## src/rtl/rsa_pkg.sv

```systemverilog
// rsa_pkg: shared word width, config selectors and scheduler state encoding (TIMEOUT only with RSA_TIMEOUT_EN)
package rsa_pkg;
  localparam int WORD_W = 16;
  typedef logic [WORD_W-1:0] word_t;
  localparam logic CFG_SEL_EXP = 1'b0;
  localparam logic CFG_SEL_MOD = 1'b1;
  typedef logic [2:0] state_t;
  localparam state_t IDLE  = 3'd0;
  localparam state_t CHECK = 3'd1;
  localparam state_t ISSUE = 3'd2;
  localparam state_t WAIT  = 3'd3;
`ifdef RSA_TIMEOUT_EN
  localparam state_t TIMEOUT = 3'd4;
`endif
endpackage

```

## src/rtl/rsa_job_sched_if.sv

```systemverilog
// rsa_job_sched_if: config, message, result and engine signals of the RSA job scheduler
interface rsa_job_sched_if;
  import rsa_pkg::*;
  logic  cfg_we, cfg_sel, cfg_err;
  word_t cfg_wdata;
  logic  in_valid, in_ready;
  word_t in_data;
  logic  out_valid, out_ready, out_err;
  word_t out_data;
  logic  busy;
  logic  exp_start, exp_done, exp_abort;
  word_t exp_base, exp_exponent, exp_modulus, exp_result;
  modport master (
    input  cfg_we, cfg_sel, cfg_wdata, in_valid, in_data, out_ready, exp_result, exp_done,
    output cfg_err, in_ready, out_valid, out_data, out_err, busy,
           exp_start, exp_base, exp_exponent, exp_modulus, exp_abort
  );
  modport slave (
    output cfg_we, cfg_sel, cfg_wdata, in_valid, in_data, out_ready, exp_result, exp_done,
    input  cfg_err, in_ready, out_valid, out_data, out_err, busy,
           exp_start, exp_base, exp_exponent, exp_modulus, exp_abort
  );
endinterface

```

## src/rtl/rsa_msg_fifo.sv

```systemverilog
// rsa_msg_fifo: DEPTH x 16 pointer-based message FIFO with full/empty flags
module rsa_msg_fifo import rsa_pkg::*; #(
  parameter int DEPTH = 4
) (
  input  logic  clk,
  input  logic  reset,
  input  logic  push,
  input  logic  pop,
  input  word_t wdata,
  output word_t rdata,
  output logic  full,
  output logic  empty
);
  localparam int AW = $clog2(DEPTH);
  logic [AW:0] wp, rp;
  word_t mem [DEPTH];
  assign empty = wp == rp;
  assign full = (wp[AW] != rp[AW]) && (wp[AW-1:0] == rp[AW-1:0]);
  assign rdata = mem[rp[AW-1:0]];
  // pointers carry a wrap bit so full and empty are distinguishable
  always_ff @(posedge clk or posedge reset)
    if (reset) begin
      wp <= '0;
      rp <= '0;
    end else begin
      wp <= wp + (AW+1)'(push);
      rp <= rp + (AW+1)'(pop);
    end
  // storage needs no reset: the pointers decide what is valid
  always_ff @(posedge clk)
    if (push) mem[wp[AW-1:0]] <= wdata;
endmodule

```

## src/rtl/rsa_job_sched.sv

```systemverilog
// rsa_job_sched: queues message words and runs one m^e mod n engine job at a time (RSA_TIMEOUT_EN adds a job watchdog)
module rsa_job_sched import rsa_pkg::*; #(
  parameter int DEPTH = 4
`ifdef RSA_TIMEOUT_EN
  , parameter int TIMEOUT_CYCLES = 65535
`endif
) (
  input logic            clk,
  input logic            reset,
  rsa_job_sched_if.master bus
);
  state_t state;
  word_t  e_q, n_q, base_q, head, out_data_q;
  logic   out_valid_q, out_err_q, cfg_err_q;
  logic   full, empty, push, pop, busy, bad, done_ok, fail;
`ifdef RSA_TIMEOUT_EN
  logic [15:0] wd_cnt;
`endif
  assign busy = state != IDLE || !empty;
  assign push = bus.in_valid && !full;
  assign pop = state == IDLE && !empty && (!out_valid_q || bus.out_ready);
  assign bad = n_q < 16'd2 || base_q >= n_q;
  assign done_ok = state == WAIT && bus.exp_done;
`ifdef RSA_TIMEOUT_EN
  assign fail = (state == CHECK && bad) || state == TIMEOUT;
  assign bus.exp_abort = state == TIMEOUT;
`else
  assign fail = state == CHECK && bad;
  assign bus.exp_abort = 1'b0;
`endif
  assign bus.busy = busy;
  assign bus.in_ready = !full;
  assign bus.cfg_err = cfg_err_q;
  assign bus.out_valid = out_valid_q;
  assign bus.out_err = out_err_q;
  assign bus.out_data = out_data_q;
  assign bus.exp_start = state == ISSUE;
  assign bus.exp_base = base_q;
  assign bus.exp_exponent = e_q;
  assign bus.exp_modulus = n_q;
  rsa_msg_fifo #(.DEPTH(DEPTH)) u_fifo (
    .clk(clk), .reset(reset), .push(push), .pop(pop),
    .wdata(bus.in_data), .rdata(head), .full(full), .empty(empty)
  );
  // config writes only land while nothing is queued or in flight; otherwise flag the rejection
  always_ff @(posedge clk or posedge reset)
    if (reset) begin
      e_q <= '0;
      n_q <= '0;
      cfg_err_q <= 1'b0;
    end else begin
      cfg_err_q <= bus.cfg_we && busy;
      if (bus.cfg_we && !busy && bus.cfg_sel == CFG_SEL_MOD) n_q <= bus.cfg_wdata;
      if (bus.cfg_we && !busy && bus.cfg_sel == CFG_SEL_EXP) e_q <= bus.cfg_wdata;
    end
  // job sequencer: pop, validate operand, start engine, wait for completion
  always_ff @(posedge clk or posedge reset)
    if (reset) state <= IDLE;
    else
      case (state)
        IDLE:  if (pop) state <= CHECK;
        CHECK: state <= bad ? IDLE : ISSUE;
        ISSUE: state <= WAIT;
        WAIT:
          if (bus.exp_done) state <= IDLE;
`ifdef RSA_TIMEOUT_EN
          else if (wd_cnt == 16'(TIMEOUT_CYCLES - 1)) state <= TIMEOUT;
        TIMEOUT: state <= IDLE;
`endif
        default: state <= IDLE;
      endcase
`ifdef RSA_TIMEOUT_EN
  // watchdog counts WAIT cycles of the current job
  always_ff @(posedge clk or posedge reset)
    if (reset) wd_cnt <= '0;
    else wd_cnt <= state == ISSUE ? '0 : state == WAIT ? wd_cnt + 16'd1 : wd_cnt;
`endif
  // engine base is latched at pop and held for the whole job
  always_ff @(posedge clk or posedge reset)
    if (reset) base_q <= '0;
    else if (pop) base_q <= head;
  // result register: a new result wins over a same-cycle consume
  always_ff @(posedge clk or posedge reset)
    if (reset) begin
      out_valid_q <= 1'b0;
      out_err_q <= 1'b0;
      out_data_q <= '0;
    end else if (done_ok || fail) begin
      out_valid_q <= 1'b1;
      out_err_q <= fail;
      out_data_q <= fail ? '0 : bus.exp_result;
    end else if (bus.out_ready) out_valid_q <= 1'b0;
endmodule

```

## src/flat_wrapper.sv

```systemverilog
// flat-port wrapper written by rule: the top's interface ports become plain ports
module rsa_job_sched_flat import rsa_pkg::*;
#(
  parameter int DEPTH = 4

)
  (clk, reset, bus_cfg_we, bus_cfg_sel, bus_cfg_wdata, bus_in_valid, bus_in_data, bus_out_ready, bus_exp_result, bus_exp_done, bus_cfg_err, bus_in_ready, bus_out_valid, bus_out_data, bus_out_err, bus_busy, bus_exp_start, bus_exp_base, bus_exp_exponent, bus_exp_modulus, bus_exp_abort);
  rsa_job_sched_if bus_i ();
  input logic clk;
  input logic reset;
  input wire logic [$bits(bus_i.cfg_we)-1:0] bus_cfg_we;
  input wire logic [$bits(bus_i.cfg_sel)-1:0] bus_cfg_sel;
  input wire logic [$bits(bus_i.cfg_wdata)-1:0] bus_cfg_wdata;
  input wire logic [$bits(bus_i.in_valid)-1:0] bus_in_valid;
  input wire logic [$bits(bus_i.in_data)-1:0] bus_in_data;
  input wire logic [$bits(bus_i.out_ready)-1:0] bus_out_ready;
  input wire logic [$bits(bus_i.exp_result)-1:0] bus_exp_result;
  input wire logic [$bits(bus_i.exp_done)-1:0] bus_exp_done;
  output wire logic [$bits(bus_i.cfg_err)-1:0] bus_cfg_err;
  output wire logic [$bits(bus_i.in_ready)-1:0] bus_in_ready;
  output wire logic [$bits(bus_i.out_valid)-1:0] bus_out_valid;
  output wire logic [$bits(bus_i.out_data)-1:0] bus_out_data;
  output wire logic [$bits(bus_i.out_err)-1:0] bus_out_err;
  output wire logic [$bits(bus_i.busy)-1:0] bus_busy;
  output wire logic [$bits(bus_i.exp_start)-1:0] bus_exp_start;
  output wire logic [$bits(bus_i.exp_base)-1:0] bus_exp_base;
  output wire logic [$bits(bus_i.exp_exponent)-1:0] bus_exp_exponent;
  output wire logic [$bits(bus_i.exp_modulus)-1:0] bus_exp_modulus;
  output wire logic [$bits(bus_i.exp_abort)-1:0] bus_exp_abort;
  assign bus_i.cfg_we = bus_cfg_we;
  assign bus_i.cfg_sel = bus_cfg_sel;
  assign bus_i.cfg_wdata = bus_cfg_wdata;
  assign bus_i.in_valid = bus_in_valid;
  assign bus_i.in_data = bus_in_data;
  assign bus_i.out_ready = bus_out_ready;
  assign bus_i.exp_result = bus_exp_result;
  assign bus_i.exp_done = bus_exp_done;
  assign bus_cfg_err = bus_i.cfg_err;
  assign bus_in_ready = bus_i.in_ready;
  assign bus_out_valid = bus_i.out_valid;
  assign bus_out_data = bus_i.out_data;
  assign bus_out_err = bus_i.out_err;
  assign bus_busy = bus_i.busy;
  assign bus_exp_start = bus_i.exp_start;
  assign bus_exp_base = bus_i.exp_base;
  assign bus_exp_exponent = bus_i.exp_exponent;
  assign bus_exp_modulus = bus_i.exp_modulus;
  assign bus_exp_abort = bus_i.exp_abort;
  rsa_job_sched #(.DEPTH(DEPTH)) u_core (.clk(clk), .reset(reset), .bus(bus_i));
endmodule
```

## config.mk

```make
export PLATFORM = sky130hd
export DESIGN_NAME = rsa_job_sched_flat
export DESIGN_NICKNAME = d
export VERILOG_FILES = /design/src/rtl/rsa_pkg.sv /design/src/rtl/rsa_job_sched_if.sv /design/src/rtl/rsa_msg_fifo.sv /design/src/rtl/rsa_job_sched.sv /design/src/flat_wrapper.sv
export SDC_FILE = /design/constraint.sdc
export NUM_CORES = 1
export LEC_CHECK = 0
export CAP_MARGIN = 20
export CORE_MARGIN = 2
export CORE_UTILIZATION = 42
export DETAILED_ROUTE_END_ITERATION = 8
export PLACE_DENSITY = 0.72
export SLEW_MARGIN = 20
export SYNTH_ARGS = -nofsm -noshare
export SYNTH_HDL_FRONTEND = slang
export SYNTH_HIERARCHICAL = 1
export SYNTH_SLANG_ARGS = --single-unit
export TNS_END_PERCENT = 5
```

## constraint.sdc

```tcl
create_clock -name clk -period 3.9 [get_ports clk]
set_input_delay 1.17 -clock clk [delete_from_list [all_inputs] [get_ports clk]]
set_output_delay 1.17 -clock clk [all_outputs]
set_load 0.01 [all_outputs]
```

==> results of run 1 <==
==> state kept, by name (all words and copies together), names as in the netlist <==
register and count:
u_core/u_fifo/rp 3, u_core/bus.out_data 16, u_core/bus.exp_base 16, u_core/bus.exp_exponent 16, u_core/u_fifo/wp 3, u_core/bus.exp_modulus 16, u_core/bus.out_valid 1, u_core/state 2
u_core/u_fifo/mem 64, u_core/bus.out_err 1, u_core/bus.cfg_err 1
==> worst paths after layout <==
check | endpoint | cells past startpoint | start | slack (ns)
worst max-delay path | bus_busy | 6 | u_core/u_fifo/rp[1] | 0.56
worst min-delay path | u_core/bus.out_err | 1 | u_core/bus.out_err | 0.48
worst max register to register | u_core/u_fifo/rp[2] | 10 | u_core/u_fifo/rp[1] | 1.41
worst min register to register | u_core/bus.out_err | 1 | u_core/bus.out_err | 0.48
max in group asynchronous | u_core/bus.exp_base[1] | 3 | reset | 1.89
min in group asynchronous | u_core/u_fifo/rp[1] | 2 | reset | 1.02
==> layout by cell type (no fill, tap or decap), types with 4 or more instances in the layout <==
cell             Yosys  final
clkdlybuf4s50_1      0    124
dfrtp_1             75     75
mux4_2               9      9
bufinv_16            0      5
a21oi_2             10     10
mux2_2              32     32
a21oi_1             13     13
ha_1                20     20
edfxtp_1            64     64
buf_4                3      9
mux4_1               7      7
xor2_1               4      4
clkbuf_16            0     17
inv_1               19     18
nand2_1             87     87
nor2_1               4      4
o21ai_0              6      6
==> per-stage QoR <==
step	total power [mW]	worst slack, ns	std cells	hold WS (ns)	area (um^2)
after CTS	6.58	0.514	724	0.482	7880
after detailed placement	4.81	0.791	692	0.469	7230
final	6.51	0.560	724	0.480	7880
after global routing	6.89	0.478	724	0.485	7880
after global placement	4.73	0.849	692	0.468	7230
after floorplan	3.76	0.815	397	0.459	5800
==> power by group through the flow <==
stage	clock network, mW	registers (mW)	logic, mW
floorplan	0	2.44	1.31
global placement	0	2.37	2.36
detailed placement	0	2.39	2.42
CTS	1.77	2.37	2.44
global route	1.82	2.42	2.65
finish	1.74	2.36	2.41
==> cell families (layout without fill, tap and decap cells) <==
family	count (synthesis)	in the layout	share of synthesized area, %
DFF	139	139	65.5
and+or+nand+nor	116	116	9.16
muxes	48	48	12.9
AOI/OAI and AO/OA	34	34	4.29
buffers and inverters	34	185	3.08
adders and majority gates	20	20	4.31
xor gates and xnor gates	5	5	0.755
other	1	1	0.0646
==> layer usage <==
layer / GRT usage [%] / wire length (um)
met1: 20.8 / 5080
met2: 28.0 / 5850
met3: 4.49 / 577
met4: 8.55 / 316
met5: 0 / 0
==> cell type report <==
cell class	count	area, um^2	share of cell area, %
well taps	176	220	2.79
multi-input cells	224	1830	23.2
repair buffers	133	1310	16.6
clock inverters	14	218	2.76
clock buffers	18	429	5.45
inverters	20	75.1	0.953
flip-flops and latches	139	3800	48.2
==> worst max-delay path, delay by kind of cell, from the launching register on <==
kind | cells | cell delay, ns
xor+xnor | 1 | 0.20
buf+inv | 3 | 0.88
flops | 1 | 0.36
simple gates | 2 | 0.32
==> summary.md, run 1 <==
| Metric | Value |
|---|---|
| Status | completed |
| Achievable frequency | between 200 and 300 MHz |
| Total half-perimeter wirelength after legalization and detailed placement | about 8400 um |
| Clk sinks | 139 |
| Residual DRC count | 0 |
| Area delta synth->final | 35.8% |
| Max-slew violation count | 0 |
| Cts-stage hold buffer count | 0 |
| Number of antenna violations at the first check in global routing | 0 |
| Routed WL | approximately 12000 um |
| Library cell with the highest instance count after synthesis | nand2_1 |
| Worst slew margin relative to its limit | between 40% and 50% |
| Total routing resource utilization after global routing | approximately 17% |
| Root Buffer | clkbuf_16 |
| Mean Syn Cell Area | 14.6 um^2 |
| Setup crit end kind | output port |
| Top-area cell type share of the netlist area | 33.1% |
| Sequential cell area fraction in the yosys report | between 60% and 70% |
| Total clock buffers created by CTS | 17 |
| Pre-antenna DRT Iters | 4 |
| I/O pin count | approximately 130 |
| Vias in the first global route | between 3000 and 4000 |
| Most used flip-flop cell after synthesis | dfrtp_1 |
| Die Width | roughly 120 um |
| Final period util | a little under nine tenths |
| Count of instances resized after the clock tree is built | 0 |
| Count of final hold-check violations | 0 |
| Cell area power density | 826 nW/um^2 |
| Clk Latency, worst-skew pair | 0.42 ns |
| Vias per Instance | 4.98 |
| Combined area of all synthesized cells | just under 6000 um^2 |
| Cell type with the largest total area after synthesis | edfxtp_1 |
| Routed length per placed instance | approximately 16 um |
| Number of distinct library cells after synthesis | 44 |
| Internal power contribution | ~4.4 mW |
| Worst hold-check path type | reg2reg |
| Pleak | roughly 3.2 nW |
| Pin count of the biggest net entering global routing | 43 |
| Count of buffers added by post-CTS timing repair for setup | 0 |
| Fraction of layout instances using a drive strength above 1 | a little under a fifth |
| Top cells by instance count after synthesis | nand2_1, dfrtp_1, edfxtp_1 |
| Final Critical Period | 3.34 ns |
| Switching power summed over all nets | 2.08 mW |
| Cell chain of the critical path | buf_4, xor2_1, nor3b_1, buf_4, nand2_1, clkdlybuf4s50_1 |
| Effective utilization at floorplan | 43.5% |
| Slowest CP cell | clkdlybuf4s50_1 |
| Final-layout setup total negative slack | 0 ns |
| Critical Path Start Type | flop |
| YS warnings | 6 |
| Critical Path Most Common Cell | buf_4 |
| Clock transition at the registers of the reported paths | 0.06 ns |
| Vert. Die Dim | 122 um |
| Total global routing overflow | 0 |
| Critical Path Max Stage Delay | approximately 0.50 ns |
| Peak supply drop | about 0.37 mV |
| Global-route wire length before repair | between 15000 and 20000 um |
| Part of the total power dissipated in combinational logic | between 30% and 40% |
| Final estimated routing congestion in global placement | 0.740 |
| Final nets | 610 |
| Core region area | around 13000 um^2 |
| TritonCTS clock tree | built |
| Largest buffer count on any clock path | 2 |
| Switching portion of total power | approximately 32% |
| Nets in the synthesized netlist | 472 |
| Ys async rst share | between 50% and 60% |
| Register share of total power | a little over a third |
| Synth top area cells | edfxtp_1, dfrtp_1, mux2_2 |
| Port buffer count | roughly 120 |
| Seq cells post-synth | ~140 |
| Area of the die | 14800 um^2 |
| Clock skew | around 0.0058 ns |
| Max-cap check violation count | 0 |
| Number of core rows | between 40 and 50 |
| Startpoint-to-endpoint class of the critical path | reg2out |
| Signal arrival time at the worst endpoint | roughly 2.2 ns |
| Slew at the pin closest to its max-slew limit | 0.863 ns |
| Number of H-tree branching levels | 4 |
| Final ANT Viol Nets | 0 |
| Post-synthesis instance total | about 400 |
| EDFF count, synth | 64 |
| Largest driver fanout on the critical path | 18 |
| Fraction of the core area covered by cells at the end of the flow | between 50% and 60% |
| Total via count after detailed routing | 3608 |
| Final setup violation count | 0 |
| Layout fillers | ~1100 |
| Drt initial violations | around 180 |
| Clock network fraction of design power | approximately 27% |
| RSZ-0062 raised after global routing | no |
| Required arrival time at the worst endpoint | 2.73 ns |
| Antenna diodes | 0 |
No activity file was read; power rests on OpenSTA's default activity.
==> run 2: changes to the inputs <==
Clock period 3.9 ns to 3.25 ns, I/O delays scaled along.
==> summary.md, run 2 (synthesis results as in run 1) <==
| Metric | Value |
|---|---|
| Worst hold-check path type | reg2reg (unchanged) |
| Hold slack final | 0.480 ns (about the same) |
| Total via count after detailed routing | 3549 (was 3608) |
| Worst R2R Path Depth | 7 (was 10) |
| Slew at the pin closest to its max-slew limit | 0.682 ns (was 0.863 ns) |
| Final nets | 612 (was 610) |
| Peak supply drop | 0.454 mV (was 0.370 mV) |
| Root Buffer | clkbuf_16 (unchanged) |
| Required arrival time at the worst endpoint | 2.27 ns (was 2.73 ns) |
| Port buffer count | 124 (unchanged) |
| Cell area power density | 960 nW/um^2 (was 826 nW/um^2) |
| Signal arrival time at the worst endpoint | 2.17 ns (about the same) |
| Final Critical Period | roughly 3.1 ns |
| Setup crit end kind | output port (unchanged) |
| Final estimated routing congestion in global placement | 0.757 (was 0.740) |
| Count of final hold-check violations | 0 (unchanged) |
| TritonCTS clock tree | built (unchanged) |
| Vert. Die Dim | 122 um (unchanged) |
| Effective utilization at floorplan | 43.5% (unchanged) |
| Hold Path Stages | 1 (unchanged) |
| Area of the die | 14800 um^2 (unchanged) |
| RSZ-0062 raised after global routing | no (unchanged) |
| Count of buffers added by post-CTS timing repair for setup | 0 (unchanged) |
| Switching portion of total power | 33.2% (was 32.0%) |
| Non-Filler Cell Area, Final | 7810 um^2 (was 7880 um^2) |
| Highest-count cells in the layout ignoring fill and taps | clkdlybuf4s50_1, nand2_1, dfrtp_1 (unchanged) |
| Clk sinks | 139 (unchanged) |
| Vias in the first global route | 3735 (was 3793) |
| Critical Path Start Type | flop (unchanged) |
| Total global routing overflow | 0 (unchanged) |
| Core region area | 13300 um^2 (unchanged) |
| Pleak | 3.17 nW (was 3.20 nW) |
| Clock network fraction of design power | 23.6% (was 26.8%) |
| Total half-perimeter wirelength after legalization and detailed placement | 8320 um (was 8360 um) |
| Routed length per placed instance | 16.2 um (was 16.3 um) |
| Max-slew violation count | 0 (unchanged) |
| Leading cell type in the layout, fill and taps excluded | clkdlybuf4s50_1 (unchanged) |
| Antenna diodes | 0 (unchanged) |
| Status | completed (unchanged) |
| Total clock buffers created by CTS | 17 (unchanged) |
| Worst min-delay path endpoint | u_core/bus.out_err (unchanged) |
| I/O pin count | 126 (unchanged) |
| Worst reg-to-reg setup slack | 0.89 ns (was 1.41 ns) |
| Number of core rows | 42 (unchanged) |
| Cts-stage hold buffer count | 0 (unchanged) |
| Residual DRC count | 0 (unchanged) |
| Fraction of the core area covered by cells at the end of the flow | 58.5% (was 59.0%) |
| Source of the worst register-to-register timing path | u_core/bus.exp_modulus[15] (was u_core/u_fifo/rp[1]) |
| Achievable frequency | approximately 320 MHz |
| Max reg flops | 64 (unchanged) |
| Final setup violation count | 0 (unchanged) |
| Part of the total power dissipated in combinational logic | 38.6% (was 37.0%) |
| Drt initial violations | 280 (was 179) |
| Clk Latency, worst-skew pair | 0.41 ns (was 0.42 ns) |
| Area delta synth->final | 34.6% (was 35.8%) |
| Pin count of the biggest net entering global routing | 70 (was 43) |
| Number of H-tree branching levels | 4 (unchanged) |
| Worst slew margin relative to its limit | 54.6% (was 42.3%) |
| Startpoint-to-endpoint class of the critical path | reg2out (unchanged) |
| Global-route wire length before repair | 19200 um (was 18800 um) |
| Largest driver fanout on the critical path | 6 (was 18) |
| Vias per Instance | 4.89 (was 4.98) |
| Internal power contribution | 5.01 mW (was 4.42 mW) |
| Count of instances resized after the clock tree is built | 0 (unchanged) |
| Die Width | 122 um (unchanged) |
| Total routing resource utilization after global routing | 16.9% (was 17.0%) |
| Final ANT Viol Nets | 0 (unchanged) |
| Clock skew | 0.00856 ns (was 0.00578 ns) |
| Number of antenna violations at the first check in global routing | 0 (unchanged) |
| Hold path startpoint | u_core/bus.out_err (unchanged) |
| Post-placement cell area | 7260 um^2 (was 7230 um^2) |
| Pre-antenna DRT Iters | 4 (unchanged) |
| Register share of total power | 37.8% (was 36.3%) |
| R2r endpoint | u_core/bus.out_valid (was u_core/u_fifo/rp[2]) |
| Switching power summed over all nets | 2.49 mW (was 2.08 mW) |
| Final-layout setup total negative slack | 0 ns (unchanged) |
| Largest buffer count on any clock path | 2 (unchanged) |
| Routed WL | 11800 um (about the same) |
| Fraction of layout instances using a drive strength above 1 | 18.4% (about the same) |
| Max-cap check violation count | 0 (unchanged) |
| Layout fillers | 1077 (was 1062) |
| Clock transition at the registers of the reported paths | 0.06 ns (about the same) |
| Final period util | about 97% |
run 2: cell type report:
class                   count  area, um^2  area share [%]
flip-flops and latches    139        3800            48.6
multi-input cells         224        1830            23.4
clock inverters            14         121            1.55
repair buffers            135        1340            17.1
inverters                  20        75.1           0.961
well taps                 176         220            2.82
clock buffers              18         429            5.49
run 2: how the worst max path moves through the flow:
stage,endpoint,from,slack [ns]
floorplan,u_core/u_fifo/mem[0][0],bus_in_valid,0.36
global placement,u_core/u_fifo/rp[2],bus_out_ready,0.53
detailed placement,u_core/u_fifo/rp[2],bus_out_ready,0.50
CTS,bus_busy,u_core/u_fifo/wp[0],0.12
global route,bus_busy,u_core/u_fifo/wp[0],0.04
finish,bus_busy,u_core/u_fifo/wp[0],0.11
run 2: through the flow:
step | power (mW) | instances | worst slack, ns
after floorplan | 4.51 | 397 | 0.360
after global placement | 5.67 | 694 | 0.535
after detailed placement | 5.79 | 694 | 0.500
after CTS | 7.59 | 726 | 0.121
after global routing | 7.99 | 726 | 0.0369
final | 7.50 | 726 | 0.107
run 2: worst max-delay path, stage by stage (launching register included):
cell and delay, ns:
dfrtp_1 0.45, xor2_1 0.18, nor3b_1 0.39, nand2_1 0.21, clkdlybuf4s50_1 0.53
run 2: layer usage:
metal | track usage, % | wire, um | part of all wire, %
met1 | 21.7 | 5100 | 43
met2 | 28.9 | 6010 | 51
met3 | 4.54 | 546 | 4.6
met4 | 4.17 | 109 | 0.93
met5 | 0 | 0 | 0
run 2: power by group through the flow:
| stage | sequential, mW | combinational, mW | clock, mW |
|---|---|---|---|
| 2_1_floorplan | 2.93 | 1.58 | 0 |
| 3_3_place_gp | 2.84 | 2.83 | 0 |
| 3_5_place_dp | 2.87 | 2.92 | 0 |
| 4_1_cts | 2.84 | 2.94 | 1.81 |
| 5_1_grt | 2.91 | 3.19 | 1.89 |
| 6_report | 2.83 | 2.89 | 1.77 |
